### config.mk
export PLATFORM = sky130hd
export DESIGN_NAME = dmux8way16_stage
export DESIGN_NICKNAME = d
export VERILOG_FILES = /design/src/rtl/dmux8_pkg.sv /design/src/rtl/dmux_lane16.sv /design/src/rtl/dmux8way16_stage.sv
export SDC_FILE = /design/constraint.sdc
export NUM_CORES = 1
export LEC_CHECK = 0
export CORE_MARGIN = 4
export CORE_UTILIZATION = 25
export CTS_CLUSTER_SIZE = 10
export DETAILED_ROUTE_END_ITERATION = 7
export GPL_TIMING_DRIVEN = 0
export PLACE_DENSITY = 0.46
export SLEW_MARGIN = 20
export SYNTH_ARGS = -nofsm -noshare
export SYNTH_HDL_FRONTEND = slang
export SYNTH_SLANG_ARGS = --single-unit
export TNS_END_PERCENT = 50
### constraint.sdc
create_clock -name clk -period 4.9 [get_ports clk]
set_clock_uncertainty 0.05 [all_clocks]
set_input_delay 0.98 -clock clk [delete_from_list [all_inputs] [get_ports clk]]
set_output_delay 0.98 -clock clk [all_outputs]
set_load 0.01 [all_outputs]
### src/rtl/dmux8_pkg.sv
// dmux8_pkg: shared widths, lane index constants and types for the 8-way 16-bit demux
//    WORD_W/LANES/SEL_W : lane data width, lane count, select width
//    lane_idx_t, word_t : lane index and data word types
//    LANE_A..LANE_Z     : lane indices in port order a,b,c,d,w,x,y,z
//    popcount8          : number of set bits in a lane mask
package dmux8_pkg;
   localparam int WORD_W = 16;
   localparam int LANES = 8;
   localparam int SEL_W = 3;
   typedef logic [SEL_W-1:0] lane_idx_t;
   typedef logic [WORD_W-1:0] word_t;
   localparam lane_idx_t LANE_A = 3'd0;
   localparam lane_idx_t LANE_B = 3'd1;
   localparam lane_idx_t LANE_C = 3'd2;
   localparam lane_idx_t LANE_D = 3'd3;
   localparam lane_idx_t LANE_W = 3'd4;
   localparam lane_idx_t LANE_X = 3'd5;
   localparam lane_idx_t LANE_Y = 3'd6;
   localparam lane_idx_t LANE_Z = 3'd7;
   function automatic logic [3:0] popcount8(input logic [LANES-1:0] v);
      logic [3:0] n;
      n = '0;
      for (int i = 0; i < LANES; i++) n = n + {3'b000, v[i]};
      return n;
   endfunction
endpackage

### src/rtl/dmux_lane16.sv
// dmux_lane16: single-entry holding register for one demux lane
//    clk, rst_n : clock, synchronous active-low reset
//    push, din  : load din and mark the lane valid
//    pop        : consumer takes the word (ignored while empty)
//    valid,data : registered lane state; data is held after a pop
module dmux_lane16
   import dmux8_pkg::*;
(
   input  logic  clk,
   input  logic  rst_n,
   input  logic  push,
   input  word_t din,
   input  logic  pop,
   output logic  valid,
   output word_t data
);
   always_ff @(posedge clk) begin
      if (!rst_n) begin
         valid <= 1'b0;
         data  <= '0;
      end else begin
         if (push) data <= din;
         // a push in the same cycle as a pop keeps the lane full with the new word
         valid <= push | (valid & ~pop);
      end
   end
endmodule

### src/rtl/dmux8way16_stage.sv
// dmux8way16_stage: registered 1-to-8 demux of 16-bit words with per-lane valid/ready
//    clk, rst_n                  : clock, synchronous active-low reset
//    in_data/in_sel/in_valid     : producer word, destination lane, valid
//    in_ready                    : word accepted when in_valid & in_ready
//    in_auto                     : round-robin target select (only with DMUX8_AUTOSEL_EN)
//    out_a..out_z, out_valid     : lane data registers and their valid bits
//    out_ready                   : per-lane consumer take
//    lane_count                  : number of valid lanes
// Optional feature macro: DMUX8_AUTOSEL_EN
module dmux8way16_stage
   import dmux8_pkg::*;
(
   input  logic             clk,
   input  logic             rst_n,
   input  word_t            in_data,
   input  lane_idx_t        in_sel,
   input  logic             in_valid,
`ifdef DMUX8_AUTOSEL_EN
   input  logic             in_auto,
`endif
   output logic             in_ready,
   output word_t            out_a,
   output word_t            out_b,
   output word_t            out_c,
   output word_t            out_d,
   output word_t            out_w,
   output word_t            out_x,
   output word_t            out_y,
   output word_t            out_z,
   output logic [LANES-1:0] out_valid,
   input  logic [LANES-1:0] out_ready,
   output logic [3:0]       lane_count
);
   lane_idx_t        tgt;
   logic             push;
   logic [LANES-1:0] pops;
   word_t            lane_data [LANES];
`ifdef DMUX8_AUTOSEL_EN
   lane_idx_t        ptr;
   assign tgt = in_auto ? ptr : in_sel;
   always_ff @(posedge clk) begin
      if (!rst_n) ptr <= '0;
      else if (push && in_auto) ptr <= ptr + 3'd1;
   end
`else
   assign tgt = in_sel;
`endif
   assign in_ready = rst_n & (~out_valid[tgt] | out_ready[tgt]);
   assign push = in_valid & in_ready;
   assign pops = out_valid & out_ready;
   for (genvar i = 0; i < LANES; i++) begin : g_lane
      dmux_lane16 u_lane (
         .clk   (clk),
         .rst_n (rst_n),
         .push  (push && tgt == lane_idx_t'(i)),
         .din   (in_data),
         .pop   (pops[i]),
         .valid (out_valid[i]),
         .data  (lane_data[i])
      );
   end
   // correct handshakes keep the count within 0..8, so no saturation
   always_ff @(posedge clk) begin
      if (!rst_n) lane_count <= '0;
      else lane_count <= lane_count + {3'b000, push} - popcount8(pops);
   end
   assign out_a = lane_data[LANE_A];
   assign out_b = lane_data[LANE_B];
   assign out_c = lane_data[LANE_C];
   assign out_d = lane_data[LANE_D];
   assign out_w = lane_data[LANE_W];
   assign out_x = lane_data[LANE_X];
   assign out_y = lane_data[LANE_Y];
   assign out_z = lane_data[LANE_Z];
endmodule
==> flow_summary.json, run 1 <==
{
  "tightestPinTransition_ns": 0.802,
  "cts_setup_buffers": 0,
  "nNetsFinal": 958,
  "syn2layout_area_growth_pct": 37.7,
  "clock_latency_ns": 0.42,
  "routed_wl_um": 28300,
  "numPortBuffers": 151,
  "grt_start_max_net_pins": 17,
  "cp-start-kind": "input pin",
  "place_ws_ns": 0.413,
  "cellLeakagePower_nw": 2.97,
  "vias": 6644,
  "gp_congestion": 0.778,
  "worstPathRequired_ns": 3.87,
  "synthDistinctLibCells": 28,
  "track_usage": 0.190,
  "clkTransAtPathRegs_ns": 0.06,
  "synth_nets": 788,
  "setup_ws_ns": 0.606,
  "seq_area_frac_synth": 0.427,
  "rsz0062_at_grt": "false",
  "antenna_found_initial": 1,
  "start_util": 0.253,
  "multi_input_area_mm2": 0.00302,
  "fin_crit_ns": 4.29,
  "core_mm2": 0.0260,
  "rows": 59,
  "die_area_mm2": 0.0289,
  "wl_per_cell_um": 22.4,
  "worstPathMaxFanout": 9,
  "end_kind": "output port",
  "final_cell_mix": "clkdlybuf4s50_1, dfxtp_1, a21oi_1, nand4_1, o31ai_1",
  "tritoncts": "built",
  "htree_num_levels": 4,
  "die_w_um": 170,
  "slew_headroom": 0.466,
  "dr.pass1.iters": 7,
  "fmax_ghz": 0.233,
  "postCtsHoldBufs": 0,
  "route.detailed.drc": 0,
  "antenna_left": 0,
  "maxSlewViolCount": 0,
  "grt_pass1_vias": 6491,
  "post-route-period-util": 0.876,
  "fp.dieH_um": 170,
  "ir_worst_vdd_mv": 0.172,
  "ys.warnings.count": 0,
  "hold_slack_ns": 0.418,
  "fillers": 2763,
  "antennaDiodeCount": 0,
  "drt_iter0_markers": 553,
  "ff_latch_area_mm2": 0.00280,
  "clock_sinks": 140,
  "critPathKind": "input pin to output port",
  "post-route-util": 0.348,
  "grt_pass1_wl_um": 41500,
  "root_buffer": "clkbuf_16",
  "synthCells": 745,
  "drive_gt1_frac": 0.127,
  "grt_overflow": 0,
  "power.density_mw_per_mm2": 298,
  "timing.max_cap.violations": 0,
  "final.setup.tns_ns": 0,
  "hold_violations": 0,
  "io_pins": 171,
  "syn_area_mm2": 0.00657,
  "synth-seq-cells": 140,
  "clockBufferDepth": 2,
  "status": "complete, no violations",
  "critPathArrivalTime_ns": 3.26,
  "cts_resized": 0,
  "place_hpwl_um": 20000,
  "avgSynthCellArea_um2": 8.82,
  "via_per_inst": 5.26,
  "setup_violations": 0,
  "cts_buffers": 17,
  "final_common_cell": "clkdlybuf4s50_1",
  "hold_path_class": "flop to flop"
}
## final timing paths
path                                   from                         to  slack (ns)  depth (start not counted)
setup / recovery               out_ready[6]                   in_ready        0.61                          6
setup reg to reg     g_lane[5].u_lane.valid              lane_count[3]        1.55                         14
hold / removal    g_lane[0].u_lane.data[12]  g_lane[0].u_lane.data[12]        0.42                          2
hold reg to reg   g_lane[0].u_lane.data[12]  g_lane[0].u_lane.data[12]        0.42                          2
## kinds of logic (layout without fill, tap and decap cells)
kind of cell,count (synthesis),count (layout),share of synthesized area
AO/OA/AOI/OAI,266,266,0.252
buffers and inverters,143,325,0.114
AND/OR/NAND/NOR,178,178,0.165
adder cells (fa/ha/maj),13,13,0.0316
multiplexers,2,2,0.00685
flip-flops,140,140,0.427
XOR/XNOR,3,3,0.00400
## through the flow
stage          cell area, um^2  instances  power (mW)
3_3_place_gp              8500       1231        1.48
5_1_grt                   9050       1262        2.78
3_5_place_dp              8500       1231        1.48
2_1_floorplan             6570        745        1.35
6_report                  9050       1262        2.69
4_1_cts                   9050       1262        2.71
## worst max-delay path, stage by stage
cell	delay [ns]
clkdlybuf4s50_1	0.55
and2b_1	0.21
buf_6	0.14
mux4_2	0.49
o22ai_1	0.29
clkdlybuf4s50_1	0.61
## area by class of cell
| type | count | share of cell area |
|---|---|---|
| plain buffers | 132 | 0.0785 |
| clock buffers | 24 | 0.0532 |
| clock inverters | 7 | 0.00719 |
| inverters | 11 | 0.00456 |
| multi-input cells | 462 | 0.333 |
| flip-flops and latches | 140 | 0.310 |
| well taps | 335 | 0.0463 |
| repair buffers | 151 | 0.167 |
## layer usage
| metal | global-route usage | vias to the layer above | wire length, um |
|---|---|---|---|
| li1 | - | 3140 | - |
| met1 | 0.272 | 3221 | 13200 |
| met2 | 0.293 | 254 | 12700 |
| met3 | 0.0367 | 27 | 1960 |
| met4 | 0.0507 | 2 | 461 |
| met5 | 0 | - | 7 |
## sequential cells by signal, summed over array words and instances, names as in the netlist
signal / cells
g_lane.u_lane.data: 128
g_lane.u_lane.valid: 8
lane_count: 4
## where the power goes
part	switching, mW	total [mW]	internal, mW
Combinational	0.188	0.285	0.0970
Sequential	0.0125	1.17	1.16
Clock	0.506	1.24	0.732
## synth_stat cells
cell,count,area share
a21oi_1,136,0.10
and2_1,9,0.0086
and2b_1,2,0.0023
and3_1,1,0.00095
and3b_1,1,0.0013
buf_1,7,0.0040
buf_2,52,0.040
buf_4,12,0.014
buf_6,12,0.021
clkbuf_1,37,0.021
clkbuf_2,12,0.0091
dfxtp_1,140,0.43
fa_1,6,0.018
ha_1,7,0.013
inv_1,11,0.0063
mux4_2,2,0.0069
nand2_1,5,0.0029
nand2b_1,11,0.010
nand3_1,1,0.00076
nand3b_1,1,0.0011
nand4_1,128,0.12
nor2_1,9,0.0051
nor2_2,1,0.00095
nor2b_1,8,0.0076
o22ai_1,2,0.0019
o31ai_1,128,0.15
or2_1,1,0.00095
xnor2_1,3,0.0040
(Power assumes the default switching activity.)
==> run 2, diff against run 1 <==
--- a/config.mk
+++ b/config.mk
@@ -10,7 +10,6 @@
 export CTS_CLUSTER_SIZE = 10
 export DETAILED_ROUTE_END_ITERATION = 7
 export GPL_TIMING_DRIVEN = 0
-export PLACE_DENSITY = 0.46
 export SLEW_MARGIN = 20
 export SYNTH_ARGS = -nofsm -noshare
 export SYNTH_HDL_FRONTEND = slang
==> run 2 against run 1 <==
Global-route usage fell by 0.41 points. Sequential power is essentially flat. Sequential cell count is the same. Clock power increased by 4%. Critical path depth stayed put. Combinational power barely moved. Power up 1.9%. Non-clock buffer count stayed put. First-iteration DRC count increased by 47%. Die area unchanged.
==> flow_summary.json, run 2 (synthesis gave the netlist of run 1 again) <==
{
  "cts_setup_buffers": 0,
  "ff2ff_path_depth": 13,
  "critPathArrivalTime_ns": 3.22,
  "hold_slack_ns": 0.419,
  "final_cell_mix": "clkdlybuf4s50_1, dfxtp_1, a21oi_1, nand4_1, o31ai_1",
  "total_power_mw": 2.74,
  "antenna_found_initial": 1,
  "cp-start-kind": "input pin",
  "power.density_mw_per_mm2": 302,
  "maxSlewViolCount": 0,
  "fmax_ghz": 0.235,
  "place_hpwl_um": 20000,
  "track_usage": 0.186,
  "worstPathRequired_ns": 3.87,
  "tritoncts": "built",
  "max_flop_register": "g_lane.u_lane.data",
  "io_pins": 171,
  "routed_wl_um": 28000,
  "grt_overflow": 0,
  "nNetsFinal": 958,
  "die_area_mm2": 0.0289,
  "end_kind": "output port",
  "tightestPinTransition_ns": 0.752,
  "start_util": 0.253,
  "grt_start_max_net_pins": 17,
  "route.detailed.drc": 0,
  "fin_crit_ns": 4.25,
  "hold_path_class": "flop to flop",
  "cts_buffers": 17,
  "slew_headroom": 0.499,
  "rsz0062_at_grt": "false",
  "clkTransAtPathRegs_ns": 0.06,
  "crit_start": "out_ready[6]",
  "final_common_cell": "clkdlybuf4s50_1",
  "antenna_left": 0,
  "status": "complete, no violations",
  "vias": 6842,
  "critPathKind": "input pin to output port",
  "timing.max_cap.violations": 0,
  "drt_iter0_markers": 812,
  "syn2layout_area_growth_pct": 38.2,
  "clock_sinks": 140,
  "r2r-start": "g_lane[7].u_lane.valid",
  "drive_gt1_frac": 0.130,
  "cellLeakagePower_nw": 2.98,
  "root_buffer": "clkbuf_16",
  "postCtsHoldBufs": 0,
  "setup_violations": 0,
  "clock_latency_ns": 0.42,
  "final.setup.tns_ns": 0,
  "reg_top3": "g_lane.u_lane.data (128), g_lane.u_lane.valid (8), lane_count (4)",
  "gp_congestion": 0.802,
  "holdPathStages": 2,
  "htree_num_levels": 4,
  "via_per_inst": 5.41,
  "final_area_mm2": 0.00908,
  "rows": 59,
  "placed_area_mm2": 0.00850,
  "grt_pass1_vias": 6445,
  "largest_reg_flops": 128,
  "ir_worst_vdd_mv": 0.146,
  "grt_pass1_wl_um": 40600,
  "hold_start": "g_lane[4].u_lane.data[7]",
  "numPortBuffers": 151,
  "worstPathMaxFanout": 9,
  "dr.pass1.iters": 7,
  "wl_per_cell_um": 22.2,
  "hold_violations": 0,
  "die_w_um": 170,
  "fp.dieH_um": 170,
  "post-route-period-util": 0.868,
  "cts_resized": 0,
  "clockBufferDepth": 2,
  "core_mm2": 0.0260
}
## run 2: cell count changes in the layout (fill, tap and decap cells not counted), sizes merged
cell	previous run	this run
diode	0	1
clkinv	4	7
bufinv	1	2
inv	11	12
clkinvlp	2	3
clkbuf	73	68
## run 2: worst max-delay path: stages
cell and delay, ns:
clkdlybuf4s50_1 0.54, and2b_1 0.21, buf_6 0.14, mux4_2 0.49
o22ai_1 0.27, clkdlybuf4s50_1 0.60
## run 2: area by class of cell
class                           instances  area, um^2
Multi-Input combinational cell        462        3020
Timing Repair Buffer                  151        1510
Clock inverter                         13         145
Buffer                                132         711
Sequential cell                       140        2800
Tap cell                              335         419
Fill cell                            2702       16900
Antenna cell                            1        2.50
Clock buffer                           19         433
Inverter                               11        41.3
## run 2: worst paths after layout
kind / slack (ns) / endpoint
min: 0.42 / g_lane[4].u_lane.data[7]
min reg2reg: 0.42 / g_lane[4].u_lane.data[7]
max reg2reg: 1.55 / lane_count[3]
max: 0.65 / in_ready
## run 2: per-stage QoR
step / utilization / setup WS [ns] / std cells
floorplan: - / 1.05 / 745
global placement: 0.327 / 0.434 / 1231
detailed placement: 0.327 / 0.383 / 1231
CTS: 0.349 / 0.664 / 1263
global route: 0.350 / 0.571 / 1264
finish: 0.350 / 0.646 / 1264
## run 2: metal layers
metal  track usage  vias to the layer above  wire length (um)
met5             0                        -                 0
met1         0.248                     3324             12100
met3        0.0469                       41              2320
met2         0.296                      323             13100
li1              -                     3154                 -
met4        0.0594                        0               573
## run 2: where the power goes
| group | leakage, nW | internal (mW) | switching [mW] |
|---|---|---|---|
| sequential | 1.13 | 1.16 | 0.0121 |
| clock | 0.274 | 0.752 | 0.537 |
| combinational | 1.58 | 0.0973 | 0.188 |
==> run 3, diff against run 2 <==
--- a/config.mk
+++ b/config.mk
@@ -9,6 +9,7 @@
 export CORE_UTILIZATION = 25
 export CTS_CLUSTER_SIZE = 10
 export DETAILED_ROUTE_END_ITERATION = 7
+export GPL_ROUTABILITY_DRIVEN = 1
 export GPL_TIMING_DRIVEN = 0
 export SLEW_MARGIN = 20
 export SYNTH_ARGS = -nofsm -noshare
==> results of run 3 <==
Final layout, timing and power as in run 2 (identical DEF).
